==> config.mk <==
export PLATFORM = sky130hd
export DESIGN_NAME = zmaps_mf_flat
export DESIGN_NICKNAME = d
export VERILOG_FILES = /design/src/rtl/zmaps_pkg.sv /design/src/rtl/zmaps_if.sv /design/src/rtl/zmaps_fifo.sv /design/src/rtl/zmaps_mf.sv /design/src/flat_wrapper.sv
export SDC_FILE = /design/constraint.sdc
export NUM_CORES = 1
export LEC_CHECK = 0
export BUFFER_PORTS_ARGS = -buffer_cell sky130_fd_sc_hd__buf_2
export CORE_MARGIN = 2
export CORE_UTILIZATION = 50
export DETAILED_ROUTE_END_ITERATION = 12
export PLACE_DENSITY = 0.76
export SETUP_SLACK_MARGIN = 0.2
export SYNTH_ARGS = -nofsm -noshare
export SYNTH_HDL_FRONTEND = slang
export SYNTH_HIERARCHICAL = 1
export SYNTH_SLANG_ARGS = --single-unit
==> constraint.sdc <==
create_clock -name clk -period 2.5 [get_ports clk]
set_input_delay 0.5 -clock clk [delete_from_list [all_inputs] [get_ports clk]]
set_output_delay 0.5 -clock clk [all_outputs]
set_load 0.01 [all_outputs]
==> src/rtl/zmaps_pkg.sv <==
// Shared definitions for the Z80-to-FPRAM write mapper: file indices and
// the lane-count helper used to size word addresses.
package zmaps_pkg;

  localparam int FILE_CRAM = 0;
  localparam int FILE_SFYS = 1;
  localparam int FILE_BITS = 3;

  function automatic int zmaps_log2(input int bytes);
    if (bytes >= 4)
      return 2;
    else if (bytes >= 2)
      return 1;
    else
      return 0;
  endfunction

endpackage

==> src/rtl/zmaps_if.sv <==
// Bus bundle between the Z80/DMA side (master) and the write mapper (slave),
// including the FPRAM write-port outputs and status flags.
interface zmaps_if
  import zmaps_pkg::*;
#(
  parameter int NFILES = 2,
  parameter int BYTES  = 2
);

  localparam int AW = 9 - zmaps_log2(BYTES);
  localparam int DW = 8 * BYTES;

  logic              memwr_s;
  logic [15:0]       a;
  logic [7:0]        d;
  logic [4:0]        fmaddr;
  logic [DW-1:0]     dma_data;
  logic [AW-1:0]     dma_wraddr;
  logic [NFILES-1:0] dma_we;
  logic              ovf_clr;
  logic [DW-1:0]     zmd;
  logic [AW-1:0]     zma;
  logic [NFILES-1:0] we;
  logic              busy;
  logic              ovf;
  logic              lane_err;

  modport master (
    output memwr_s, a, d, fmaddr, dma_data, dma_wraddr, dma_we, ovf_clr,
    input  zmd, zma, we, busy, ovf, lane_err
  );

  modport slave (
    input  memwr_s, a, d, fmaddr, dma_data, dma_wraddr, dma_we, ovf_clr,
    output zmd, zma, we, busy, ovf, lane_err
  );

endinterface

==> src/rtl/zmaps_fifo.sv <==
// Small synchronous FIFO holding CPU words while DMA owns the write port.
// A push and a pop in the same cycle are accepted even when full.
module zmaps_fifo #(
  parameter int W     = 8,
  parameter int DEPTH = 4
) (
  input  logic                       clk,
  input  logic                       rst,
  input  logic                       push,
  input  logic [W-1:0]               din,
  input  logic                       pop,
  output logic [W-1:0]               dout,
  output logic                       full,
  output logic                       empty,
  output logic [$clog2(DEPTH):0]     count
);

  localparam int PW = $clog2(DEPTH);
  localparam logic [PW-1:0] PTR_ONE  = PW'(1);
  localparam logic [PW:0]   CNT_ONE  = (PW+1)'(1);
  localparam logic [PW:0]   CNT_FULL = (PW+1)'(DEPTH);

  logic [W-1:0]  mem [DEPTH];
  logic [PW-1:0] wr_ptr;
  logic [PW-1:0] rd_ptr;
  logic          do_push;
  logic          do_pop;

  assign full    = (count == CNT_FULL);
  assign empty   = (count == '0);
  assign do_pop  = pop & ~empty;
  assign do_push = push & (~full | do_pop);
  assign dout    = mem[rd_ptr];

  always_ff @(posedge clk) begin
    if (do_push)
      mem[wr_ptr] <= din;
  end

  always_ff @(posedge clk) begin
    if (rst) begin
      wr_ptr <= '0;
      rd_ptr <= '0;
      count  <= '0;
    end else begin
      if (do_push)
        wr_ptr <= wr_ptr + PTR_ONE;
      if (do_pop)
        rd_ptr <= rd_ptr + PTR_ONE;
      case ({do_push, do_pop})
        2'b10:   count <= count + CNT_ONE;
        2'b01:   count <= count - CNT_ONE;
        default: count <= count;
      endcase
    end
  end

endmodule

==> src/rtl/zmaps_mf.sv <==
// Z80-to-FPRAM write mapper: assembles byte writes into file words and
// arbitrates against DMA. Define ZMAPS_LANE_CHECK_EN to reject incomplete words.
module zmaps_mf
  import zmaps_pkg::*;
#(
  parameter int NFILES = 2,
  parameter int BYTES  = 2,
  parameter int DEPTH  = 4
) (
  input  logic   clk,
  input  logic   rst,
  zmaps_if.slave bus
);

  localparam int LB = zmaps_log2(BYTES);
  localparam int AW = 9 - LB;
  localparam int DW = 8 * BYTES;
  localparam int LW = (LB == 0) ? 1 : LB;
  localparam logic [LW-1:0] LAST_LANE = LW'(BYTES - 1);

  typedef struct packed {
    logic [FILE_BITS-1:0] file;
    logic [AW-1:0]        addr;
    logic [DW-1:0]        data;
  } zmaps_entry_t;

  localparam int EW = $bits(zmaps_entry_t);

  logic                 hit;
  logic                 final_lane;
  logic                 push_req;
  logic                 lane_bad;
  logic [LW-1:0]        lane;
  logic [AW-1:0]        waddr;
  logic [FILE_BITS-1:0] hit_file;
  logic [DW-1:0]        word;
  logic [7:0]           shadow [BYTES];

  logic                 dma_act;
  logic                 bypass;
  logic                 drop;
  logic                 fifo_push;
  logic                 fifo_pop;
  logic                 fifo_full;
  logic                 fifo_empty;
  logic [$clog2(DEPTH):0] fifo_count;
  zmaps_entry_t         push_entry;
  zmaps_entry_t         head;

  logic [NFILES-1:0]    we_q;
  logic [AW-1:0]        zma_q;
  logic [DW-1:0]        zmd_q;
  logic                 ovf_q;

  function automatic logic [NFILES-1:0] file_onehot(input logic [FILE_BITS-1:0] f);
    logic [NFILES-1:0] r;
    for (int i = 0; i < NFILES; i++)
      r[i] = (f == FILE_BITS'(i));
    return r;
  endfunction

  generate
    if (LB == 0) begin : g_nolane
      assign lane = '0;
    end else begin : g_lane
      assign lane = bus.a[LB-1:0];
    end
  endgenerate

  assign waddr      = bus.a[8:LB];
  assign hit_file   = bus.a[11:9];
  assign hit        = bus.memwr_s & bus.fmaddr[4] & (bus.a[15:12] == bus.fmaddr[3:0])
                    & ({1'b0, hit_file} < 4'(NFILES));
  assign final_lane = hit & (lane == LAST_LANE);

  // The incoming byte always lands in the top lane; lower lanes come from shadow.
  always_comb begin
    word = '0;
    for (int i = 0; i < BYTES - 1; i++)
      word[8*i +: 8] = shadow[i];
    word[DW-1 -: 8] = bus.d;
  end

  always_ff @(posedge clk) begin
    if (rst) begin
      for (int i = 0; i < BYTES; i++)
        shadow[i] <= '0;
    end else if (hit && lane != LAST_LANE) begin
      shadow[lane] <= bus.d;
    end
  end

`ifdef ZMAPS_LANE_CHECK_EN
  localparam logic [BYTES-1:0] LOW_MASK = (BYTES'(1) << (BYTES - 1)) - BYTES'(1);

  logic [BYTES-1:0] valid;
  logic             all_low_valid;
  logic             lane_err_q;

  assign all_low_valid = ((valid & LOW_MASK) == LOW_MASK);
  assign push_req      = final_lane & all_low_valid;
  assign lane_bad      = final_lane & ~all_low_valid;

  always_ff @(posedge clk) begin
    if (rst)
      valid <= '0;
    else if (final_lane)
      valid <= '0;
    else if (hit)
      valid[lane] <= 1'b1;
  end

  always_ff @(posedge clk) begin
    if (rst)
      lane_err_q <= 1'b0;
    else if (lane_bad)
      lane_err_q <= 1'b1;
    else if (bus.ovf_clr)
      lane_err_q <= 1'b0;
  end

  assign bus.lane_err = lane_err_q;
`else
  assign push_req     = final_lane;
  assign lane_bad     = 1'b0;
  assign bus.lane_err = lane_bad;
`endif

  assign push_entry = '{file: hit_file, addr: waddr, data: word};

  // A fresh word skips the queue only when nothing older is waiting.
  assign dma_act   = |bus.dma_we;
  assign fifo_pop  = ~dma_act & ~fifo_empty;
  assign bypass    = ~dma_act & fifo_empty & push_req;
  assign fifo_push = push_req & ~bypass & (~fifo_full | fifo_pop);
  assign drop      = push_req & fifo_full & ~fifo_pop;

  zmaps_fifo #(
    .W     (EW),
    .DEPTH (DEPTH)
  ) u_fifo (
    .clk   (clk),
    .rst   (rst),
    .push  (fifo_push),
    .din   (push_entry),
    .pop   (fifo_pop),
    .dout  (head),
    .full  (fifo_full),
    .empty (fifo_empty),
    .count (fifo_count)
  );

  always_ff @(posedge clk) begin
    if (rst) begin
      we_q  <= '0;
      zma_q <= '0;
      zmd_q <= '0;
    end else if (dma_act) begin
      we_q  <= bus.dma_we;
      zma_q <= bus.dma_wraddr;
      zmd_q <= bus.dma_data;
    end else if (!fifo_empty) begin
      we_q  <= file_onehot(head.file);
      zma_q <= head.addr;
      zmd_q <= head.data;
    end else if (push_req) begin
      we_q  <= file_onehot(push_entry.file);
      zma_q <= push_entry.addr;
      zmd_q <= push_entry.data;
    end else begin
      we_q  <= '0;
    end
  end

  // Set beats clear so a drop in the same cycle as ovf_clr is never lost.
  always_ff @(posedge clk) begin
    if (rst)
      ovf_q <= 1'b0;
    else if (drop)
      ovf_q <= 1'b1;
    else if (bus.ovf_clr)
      ovf_q <= 1'b0;
  end

  assign bus.we   = we_q;
  assign bus.zma  = zma_q;
  assign bus.zmd  = zmd_q;
  assign bus.ovf  = ovf_q;
  assign bus.busy = (fifo_count != '0);

endmodule

==> src/flat_wrapper.sv <==
// flat-port wrapper written by rule: the top's interface ports become plain ports
module zmaps_mf_flat import zmaps_pkg::*;
#(
  parameter int NFILES = 2,
  parameter int BYTES  = 2,
  parameter int DEPTH  = 4
)
  (clk, rst, bus_memwr_s, bus_a, bus_d, bus_fmaddr, bus_dma_data, bus_dma_wraddr, bus_dma_we, bus_ovf_clr, bus_zmd, bus_zma, bus_we, bus_busy, bus_ovf, bus_lane_err);
  zmaps_if #(.NFILES(NFILES), .BYTES(BYTES)) bus_i ();
  input  logic clk;
  input  logic rst;
  input wire logic [$bits(bus_i.memwr_s)-1:0] bus_memwr_s;
  input wire logic [$bits(bus_i.a)-1:0] bus_a;
  input wire logic [$bits(bus_i.d)-1:0] bus_d;
  input wire logic [$bits(bus_i.fmaddr)-1:0] bus_fmaddr;
  input wire logic [$bits(bus_i.dma_data)-1:0] bus_dma_data;
  input wire logic [$bits(bus_i.dma_wraddr)-1:0] bus_dma_wraddr;
  input wire logic [$bits(bus_i.dma_we)-1:0] bus_dma_we;
  input wire logic [$bits(bus_i.ovf_clr)-1:0] bus_ovf_clr;
  output wire logic [$bits(bus_i.zmd)-1:0] bus_zmd;
  output wire logic [$bits(bus_i.zma)-1:0] bus_zma;
  output wire logic [$bits(bus_i.we)-1:0] bus_we;
  output wire logic [$bits(bus_i.busy)-1:0] bus_busy;
  output wire logic [$bits(bus_i.ovf)-1:0] bus_ovf;
  output wire logic [$bits(bus_i.lane_err)-1:0] bus_lane_err;
  assign bus_i.memwr_s = bus_memwr_s;
  assign bus_i.a = bus_a;
  assign bus_i.d = bus_d;
  assign bus_i.fmaddr = bus_fmaddr;
  assign bus_i.dma_data = bus_dma_data;
  assign bus_i.dma_wraddr = bus_dma_wraddr;
  assign bus_i.dma_we = bus_dma_we;
  assign bus_i.ovf_clr = bus_ovf_clr;
  assign bus_zmd = bus_i.zmd;
  assign bus_zma = bus_i.zma;
  assign bus_we = bus_i.we;
  assign bus_busy = bus_i.busy;
  assign bus_ovf = bus_i.ovf;
  assign bus_lane_err = bus_i.lane_err;
  zmaps_mf #(.NFILES(NFILES), .BYTES(BYTES), .DEPTH(DEPTH)) u_core (.clk(clk), .rst(rst), .bus(bus_i));
endmodule
== After elaboration in Yosys (flattened, before gate mapping) ==
Memories as Yosys holds them, arrays and structs flattened. A register that Yosys moved wholly into a read port is not among the register bits.
Cells that the tools add are included.

* Register bits after elaboration: 34
* RAM bits: 124
* Input bits: 59
* Output and inout port bits: 29
* Memories: 2

{| class="wikitable"
|+ Memory list
! name !! depth !! width !! rd ports !! clocked after Yosys merged registers in !! wr ports !! line !! RTL
|-
| u_core.u_fifo.mem || 4 || 27 || 1 || 1 || 1 || zmaps_fifo.sv:23 || <nowiki>logic [W-1:0] mem [DEPTH];</nowiki>
|-
| u_core.shadow || 2 || 8 || 1 || 0 || 2 || zmaps_mf.sv:37 || <nowiki>logic [7:0] shadow [BYTES];</nowiki>
|}

* Add/subtract/negate cells: 4
* $lt $le $gt $ge: 1
* Equality and inequality tests: 7
* Multiplexer cells: 24
* Bitwise logic cells: 21
* Reduce and logical (&&, ||, !) cells: 9

{| class="wikitable"
|+ Operator list
! operator !! count
|-
| 16-bit two-way mux || 3
|-
| 8-bit two-way mux || 4
|-
| 1-bit bitwise AND || 13
|-
| 1-bit two-way mux || 11
|-
| 2-bit two-way mux || 5
|-
| 3-bit logical NOT || 3
|-
| 8-bit OR reduction || 1
|-
| 3-bit by 1-bit == test with 1-bit output, second input constant || 2
|-
| 1-bit NOT || 6
|-
| 3-bit one-hot mux with 2 select lines || 1
|-
| 2-bit by 1-bit adder with 2-bit output, second input constant || 2
|-
| 4-bit == test || 1
|-
| 2-bit nonzero test || 2
|-
| 3-bit by 1-bit adder with 3-bit output, second input constant || 1
|-
| 3-bit == test, second input constant || 1
|-
| 3-bit by 2-bit < comparator with 1-bit output, second input constant || 1
|-
| 3-bit by 1-bit inequality test with 1-bit output, second input constant || 1
|-
| 3-bit nonzero test || 1
|-
| 3-bit by 1-bit subtractor with 3-bit output, second input constant || 1
|-
| 2-bit by 1-bit == test with 1-bit output, second input constant || 1
|-
| 2-bit == test, second input constant || 1
|-
| 1-bit OR || 2
|-
| 2-bit OR reduction || 1
|-
| 1-bit logical AND || 1
|}

== Logic depth before layout (Yosys ltp) ==
Gate-level depths: netlist of run 1.

* Word-level depth: 11
* Depth in mapped cells: 12
* Depth with buffers taken out: 11

== By module ==
The synthesis of run 1 kept the hierarchy.

{| class="wikitable"
|+ By module, submodules not included
! module !! instances !! cells each !! area each (um2)
|-
| zmaps_fifo || 1 || 195 || 4,433.0
|-
| zmaps_mf || 1 || 215 || 2,123.3
|}

== Worst setup path before layout of run 1 ==
OpenSTA, ideal clock, no wires.

* Kind: register to register
* Start: reg u_core.u_fifo.count[0]
* End: reg u_core.u_fifo.count[2]
* Setup time: 0.070 ns
* Data arrival time: 2.643 ns
* Required time: 2.430 ns
* Slack: -0.213 ns
* Stages on the path, launching flop included: 13
* Path buffers: 1
* Cells stage by stage: dfxtp_1 -> nor3_1 -> buf_2 -> nor3_1 -> o211a_1 -> a21boi_2 -> inv_1 -> ha_1 -> inv_1 -> fa_1 -> xor2_1 -> or3_1 -> a21oi_1

* Elaborated cells between the ends (all ways): 20

{| class="wikitable"
|+ RTL lines
! item !! line !! RTL
|-
| start: declaration || zmaps_fifo.sv:15 || <nowiki>output logic [$clog2(DEPTH):0] count</nowiki>
|-
| start signal: assignment || zmaps_fifo.sv:51 || <nowiki>2'b10: count <= count + CNT_ONE;</nowiki>
|-
| start signal: assignment || zmaps_fifo.sv:52 || <nowiki>2'b01: count <= count - CNT_ONE;</nowiki>
|-
| start signal: assignment || zmaps_fifo.sv:53 || <nowiki>default: count <= count;</nowiki>
|-
| 3-bit logical NOT * || zmaps_fifo.sv:30 || <nowiki>assign empty = (count == '0);</nowiki>
|-
| via u_core.fifo_empty || zmaps_mf.sv:45 || <nowiki>logic fifo_empty;</nowiki>
|-
| 1-bit NOT * || zmaps_mf.sv:133 || <nowiki>assign fifo_pop = ~dma_act & ~fifo_empty;</nowiki>
|-
| 1-bit bitwise AND * || zmaps_mf.sv:133 ||
|-
| via u_core.fifo_pop || zmaps_mf.sv:43 || <nowiki>logic fifo_pop;</nowiki>
|-
| 1-bit OR * || zmaps_mf.sv:135 || <nowiki>assign fifo_push = push_req & ~bypass & (~fifo_full | fifo_pop);</nowiki>
|-
| 1-bit bitwise AND * || zmaps_mf.sv:135 ||
|-
| via u_core.fifo_push || zmaps_mf.sv:42 || <nowiki>logic fifo_push;</nowiki>
|-
| 1-bit bitwise AND * || zmaps_fifo.sv:32 || <nowiki>assign do_push = push & (~full | do_pop);</nowiki>
|-
| 2-bit by 1-bit == test with 1-bit output / 2-bit == test (equally long branches) || zmaps_fifo.sv:50 || <nowiki>case ({do_push, do_pop})</nowiki>
|-
| 3-bit one-hot mux with 2 select lines / 2-bit nonzero test (equally long branches) || n/a ||
|}

The timed path passes the listed nets; every way through them passes the cells marked *.
A chain may end at the register's enable or synchronous reset.

== Worst setup path in the final report of run 1 ==
Ends and elaborated chain as after synthesis.

==> out/results.ini, run 1 <==
[outcome]
status=completed

[timing]
slew_headroom=0.608
finalSetupViolations=0
min_period_ps=2240
skew_ps=6.30
fmax_ghz=0.447
hold_slack_ps=319
fin_ws_ps=261
hold_viol_final=0
timing.final.max_slew_violations=0
finalCritPeriodShare=0.895
rsz0062_at_grt=true
tightest_slew_ps=588

[clock_network]
cts.path.max_buffers=2
cts_max_level=4
cts_hold_buf=0
cts_tree=yes
root_buffer=clkbuf_16
clk_pin_slew_ps=60
cts_sinks=152
cts_inserted_buffers=17
clock_latency_ps=410

[logic_synthesis]
synth_top_family_by_area=multiplexers
synth_edf_count=116
synth_simple_gate_area_frac=0.0769
syn_area_mm2=0.00656
synth_xor_area_frac=0.00935
muxShareOfSynthArea=0.174
synth_ff_type=edfxtp_1
ys_types=41
synth_area_per_cell_um2=16.0
synth_async_sr_flop_share=0
synth_compound_area_frac=0.0483
ys_seq_area_frac=0.641
yosys.area_share.adder=0.0126
ys_ff_latch=152
yosys_warnings=6
syn_inst=410
syn_nets=475

[min_path]
hp-class=input port to flip-flop

[global_routing]
grt_max_degree=63
use_met2=0.322
grt_overflow=0
grt_pass1_wl_um=20800
grt_pass1_vias=3993
grt_antenna_before_repair=0
met3_usage=0.0468
top_usage_layer=met2
met1_usage=0.246
grt.total_usage=0.195

[layout]
fin_nets=573
fin_cells=692
multi_input_area_mm2=0.00217
layout-drive-gt1-share=0.335
diodes=0
stdcell_area_mm2=0.00785
ff_latch_area_mm2=0.00421
final.fill_count=959
area_growth_pct=19.7

[worst_setup_path]
worstPathCellList=nor3_4 > nor3_2 > o211a_1 > a21boi_4 > inv_2 > ha_4 > inv_2 > fa_2 > xor2_1 > or3_1 > a21oi_1
critPathLaunchType=flip-flop
critPathKind=flip-flop to flip-flop
critPathMostFrequentCell=inv_2
endpoint_kind=flip-flop
cp.arrival_ps=2570
path_max_fanout=6
slowest_delay_ps=380
worstPathRequired_ps=2830
worst_path_max_delay_cell=dfxtp_4

[floorplanning]
fp.dieW_um=119
die_h_um=119
fp.coreArea_mm2=0.0127
die_area_mm2=0.0140
ioPinCount=88
row_count=41
start_util=0.515

[route]
wire_per_inst_um=18.9
num_vias=3834
vias_per_cell=5.54
first_iter_violations=219
final_antenna_net_count=0
drc_errors=0
totalWireLength_um=13100
dr.pass1.iters=6

[placement]
place_congestion=0.742
dp.cells=659
portBuffers=86
detailedPlace.worstSlack_ps=-35.2
dp_hpwl_um=8060
place_area_mm2=0.00725

[power]
p_per_area_mw_per_mm2=700
vdd_drop_max_mv=0.476
total_power_w=0.00549
power_leakage_nw=3.03

[flow_run]
maxCapViolations=0

[synthesized netlist by cell type, drive strengths merged (6+ instances only)]
master  count  share of area
and2       12          0.011
edfxtp    116           0.53
clkbuf     10         0.0057
xor2        6         0.0080
inv        12         0.0069
buf        16          0.025
nand2b     26          0.025
dfxtp      36           0.11
mux2i      49          0.075
nor2       35          0.020
mux4       27          0.097
a21oi       6         0.0063
a211o      24          0.032
[layer usage]
layer	vias up	share of wire
li1	1760	-
met1	1931	0.42
met2	119	0.51
met3	24	0.044
met4	0	0.023
met5	-	0
[critical path: cells and delay by family, from the launching register on]
kind            cells  cell delay, ps
buf+inv             2             100
simple gates        3             590
flops               1             380
fa+ha+maj           2             460
xor+xnor            1             150
compound gates      3             480
[path summary, 6_finish.rpt]
path | startpoint | end | slack, ps | depth (start not counted)
setup reg to reg | u_core/u_fifo/count[0] | u_core/u_fifo/count[2] | 260 | 11
setup / recovery | u_core/u_fifo/count[0] | u_core/u_fifo/count[2] | 260 | 11
hold / removal | bus_a[5] | u_core/u_fifo/mem[1][20] | 320 | 1
hold reg to reg | u_core/bus.zmd[7] | u_core/bus.zmd[7] | 480 | 2
[final cells by class]
cell class                      count  share of cell area
Clock buffer                       19              0.0552
Tap cell                          172              0.0274
Timing Repair Buffer              105              0.0826
Multi-Input combinational cell    220               0.276
Sequential cell                   152               0.537
Inverter                           12             0.00574
Clock inverter                     12              0.0163
[cells by family (layout without fill, tap and decap cells)]
| kind of cell | Yosys count | after routing |
|---|---|---|
| muxes | 77 | 77 |
| and+or+nand+nor | 91 | 91 |
| other | 1 | 1 |
| xor gates and xnor gates | 7 | 7 |
| DFF | 152 | 152 |
| AOI/OAI and AO/OA | 38 | 38 |
| buffers and inverters | 38 | 148 |
| adders and majority gates | 6 | 6 |
[power breakdown]
part           switching (W)  internal, W
registers          0.0000252      0.00275
clock network       0.000956      0.00146
logic               0.000162     0.000135
[per-stage QoR]
| step | util | TNS, ps |
|---|---|---|
| 3_3_place_gp | 0.570 | 0 |
| 3_5_place_dp | 0.570 | -35.2 |
| 5_1_grt | 0.617 | 0 |
| 6_report | 0.617 | 0 |
| 4_1_cts | 0.615 | 0 |
| 2_1_floorplan | - | 0 |
[cells in the final DEF, fill, tap and decap left out, types with 3 or more instances in the layout]
master,n
clkbuf_16,17
clkinv_2,3
mux4_1,7
xor2_1,6
and2_2,4
ha_1,4
a211o_1,24
buf_12,6
dfxtp_1,32
clkinvlp_4,3
mux2i_1,49
mux4_2,20
nor2_1,34
buf_4,13
or3_1,3
edfxtp_1,116
buf_2,86
and2_1,8
a21oi_1,5
nand2b_1,26
inv_1,10
[registers in the layout (all words and copies together) (netlist names), named ones only]
register	cells
u_core/shadow	8
u_core/u_fifo/wr_ptr	2
u_core/bus.ovf	1
u_core/bus.we	2
u_core/bus.zmd	16
u_core/u_fifo/count	3
u_core/u_fifo/rd_ptr	2
u_core/bus.zma	8
u_core/u_fifo/mem	108
[repair_timing]
| action | 4_1_cts | 5_1_grt |
|---|---|---|
| pin swaps | 0 | 2 |
| gates cloned | 0 | 0 |
| setup buffers | 1 | 1 |
| resized for setup | 5 | 3 |
| setup endpoints to repair | 2 | 1 |
| hold endpoints to repair | 0 | 0 |
No activity file was read; power rests on OpenSTA's default activity.
==> run 2, diff against run 1 <==
- SYNTH_HIERARCHICAL: 1 -> default
==> run 2 against run 1 <==
Critical path depth shrank 2; flip-flop and latch count unchanged; register-to-register slack improved by 90 ps; worst hold slack got worse by 6.6 ps; cell count grew 3.0%.
==> out/results.ini, run 2 <==
[clock_network]
cts_inserted_buffers=17  ; unchanged
cts_max_level=4  ; unchanged
cts.path.max_buffers=2  ; unchanged
cts_sinks=152  ; unchanged
cts-resized-gates=0  ; -5
cts_hold_buf=0  ; unchanged
postCtsSetupRepairBufs=0  ; -1
cts_tree=yes
clock_latency_ps=420  ; about the same
clk_pin_slew_ps=60  ; about the same
root_buffer=clkbuf_16

[route]
vias_per_cell=5.46  ; -1.4%
first_iter_violations=257  ; +17%
wire_per_inst_um=18.3  ; -3.4%
dr.pass1.iters=5  ; -1
totalWireLength_um=13000  ; -0.44%
final_antenna_net_count=0  ; unchanged
num_vias=3896  ; +1.6%
drc_errors=0  ; unchanged

[timing]
hold_viol_final=0  ; unchanged
slew_headroom=0.452  ; -0.156
finalSetupViolations=0  ; unchanged
fin_ws_ps=351  ; +89.7 ps
min_period_ps=2150  ; -89.7 ps
final.setup.tns_ps=0  ; unchanged
tightest_slew_ps=802  ; +214 ps
fmax_ghz=0.465  ; +4.2%
rsz0062_at_grt=false
timing.final.max_slew_violations=0  ; unchanged
finalCritPeriodShare=0.860  ; -0.0359
skew_ps=5.20  ; -1.10 ps

[placement]
detailedPlace.worstSlack_ps=67.6  ; +103 ps
portBuffers=86  ; unchanged
place_congestion=0.739  ; -0.35%
dp_hpwl_um=8450  ; +4.7%

[power]
p_per_area_mw_per_mm2=727  ; +3.8%
clock_power_share=0.443  ; +0.003
seq_power_share=0.510  ; +0.004
p_sw_w=0.00111  ; -2.8%
p_int_w=0.00433  ; -0.43%
swShare=0.204  ; -0.00387
vdd_drop_max_mv=0.448  ; -5.8%
power_frac_comb=0.047  ; -0.007
power_leakage_nw=2.66  ; -12%

[worst_setup_path]
critPathLaunchType=flip-flop
r2r-end=u_core.u_fifo.count[2]
path_max_fanout=5  ; -1
worstPathRequired_ps=2850  ; +20 ps
worstPathCellList=xor2_2 > a211oi_4 > inv_1 > ha_2 > inv_2 > fa_2 > xor2_1 > or3_1 > a21oi_1
r2r_start=u_core.u_fifo.count[2]
cp-startpoint=u_core.u_fifo.count[2]
worst_path_max_delay_cell=dfxtp_1
r2r_cells=9  ; -2
slowest_delay_ps=480  ; +100 ps
critPathKind=flip-flop to flip-flop
endpoint_kind=flip-flop
cp.arrival_ps=2500  ; -70 ps
reg2reg_slack_ps=350  ; +90 ps

[floorplanning]
fp.dieW_um=115  ; -2.6%
die_area_mm2=0.0133  ; -5.2%
fp.coreArea_mm2=0.0121  ; -5.2%
start_util=0.514  ; -0.00103
die_h_um=115  ; -2.6%
ioPinCount=88  ; unchanged
row_count=40  ; -2.4%

[logic_synthesis]
syn_nets=493  ; +3.8%
ys_ff_latch=152  ; unchanged
ys_seq_area_frac=0.678  ; +0.0365
synth_ff_type=edfxtp_1
synth.most_common_cell=edfxtp_1
ys_types=41  ; unchanged
synth_edf_count=116  ; unchanged
syn_inst=428  ; +4.4%
synth_top_area_frac=0.562  ; +0.0302
synth_top_cells_by_area=edfxtp_1 (56%), dfxtp_1 (12%), mux4_2 (9.1%)
synth_area_per_cell_um2=14.5  ; -9.4%
synth_async_sr_flop_share=0  ; unchanged
yosys_warnings=0  ; -6
yosys.area.top_type=edfxtp_1
synthTopCellsByCount=edfxtp_1 (116), nand2_1 (77), dfxtp_1 (36)
syn_area_mm2=0.00620  ; -5.4%

[global_routing]
grt_antenna_before_repair=1  ; +1
grt_pass1_vias=4021  ; +0.70%
grt_pass1_wl_um=20500  ; -1.9%
grt.total_usage=0.209  ; +0.0136
grt_max_degree=45  ; -29%
grt_overflow=0  ; unchanged

[layout]
layout-drive-gt1-share=0.325  ; -0.00925
max_flop_register=u_core.u_fifo.mem
fin_nets=596  ; +4.0%
layout_commonest_cell=edfxtp_1
area_growth_pct=20.7
final.fill_count=896  ; -6.6%
largest_register_ffs=108  ; unchanged
mostFrequentLayoutCells=edfxtp_1 (116), buf_2 (86), nand2_1 (77)

[min_path]
hold-path-endpoint=u_core.u_fifo.mem[2][25]
min-delay-start=bus_a[10]
hp-class=input port to flip-flop
hold_path_depth=1  ; unchanged

[flow_run]
maxCapViolations=0  ; unchanged

[outcome]
status=completed

## run 2: area by class of cell
class	instances	area, µm²	share of cell area
sequential	152	4210	0.561
multi-input combinational	242	1850	0.246
timing repair buffer	108	633	0.0845
clock buffer	20	447	0.0596
tap	168	210	0.0281
clock inverter	12	109	0.0145
inverter	10	37.5	0.00501
antenna	1	2.50	0.000334
## run 2: power groups by stage
stage                     clock network, W  logic (W)  registers (W)
after floorplan                          0   0.000115        0.00284
after detailed placement                 0   0.000259        0.00283
after CTS                          0.00244   0.000260        0.00278
after global placement                   0   0.000251        0.00283
final                              0.00241   0.000257        0.00278
after global routing               0.00253   0.000286        0.00278
## run 2: cells by family (layout without fill, tap and decap cells)
kind of cell,Yosys count,in the layout,share of synthesized area
AOI/OAI and AO/OA,61,61,0.0676
xor gates and xnor gates,10,10,0.0141
adders and majority gates,6,6,0.0133
buffers and inverters,34,150,0.0284
DFF,152,152,0.678
muxes,26,26,0.0924
other,1,2,0.000605
and+or+nand+nor,138,138,0.106
## run 2: worst max-delay path: cells and delay by family (launching register included)
| kind | cells | cell delay [ps] |
|---|---|---|
| compound gates | 2 | 220 |
| flops | 1 | 480 |
| simple gates | 1 | 310 |
| xor+xnor | 2 | 380 |
| buf+inv | 2 | 120 |
| fa+ha+maj | 2 | 570 |
## run 2: through the flow
step	hold slack [ps]	cells	power [W]	cell area [µm²]	utilization
2_1_floorplan	481	428	0.00296	6230	-
3_3_place_gp	438	680	0.00308	6930	0.575
3_5_place_dp	444	680	0.00309	6930	0.575
4_1_cts	296	712	0.00547	7490	0.621
5_1_grt	308	712	0.00560	7490	0.621
6_report	312	713	0.00544	7490	0.621
## run 2: how the worst max path moves through the flow
stage / end / cells past startpoint
after floorplan: u_core.u_fifo.count[2] / 10
after global placement: u_core.u_fifo.count[2] / 11
after detailed placement: u_core.u_fifo.count[2] / 11
after CTS: u_core.u_fifo.count[2] / 9
after global routing: u_core.u_fifo.count[2] / 9
final: u_core.u_fifo.count[2] / 9
## run 2: metal layers
metal | track usage | share of wire
met1 | 0.256 | 0.41
met2 | 0.355 | 0.51
met3 | 0.0532 | 0.056
met4 | 0.0835 | 0.021
met5 | 0 | 0
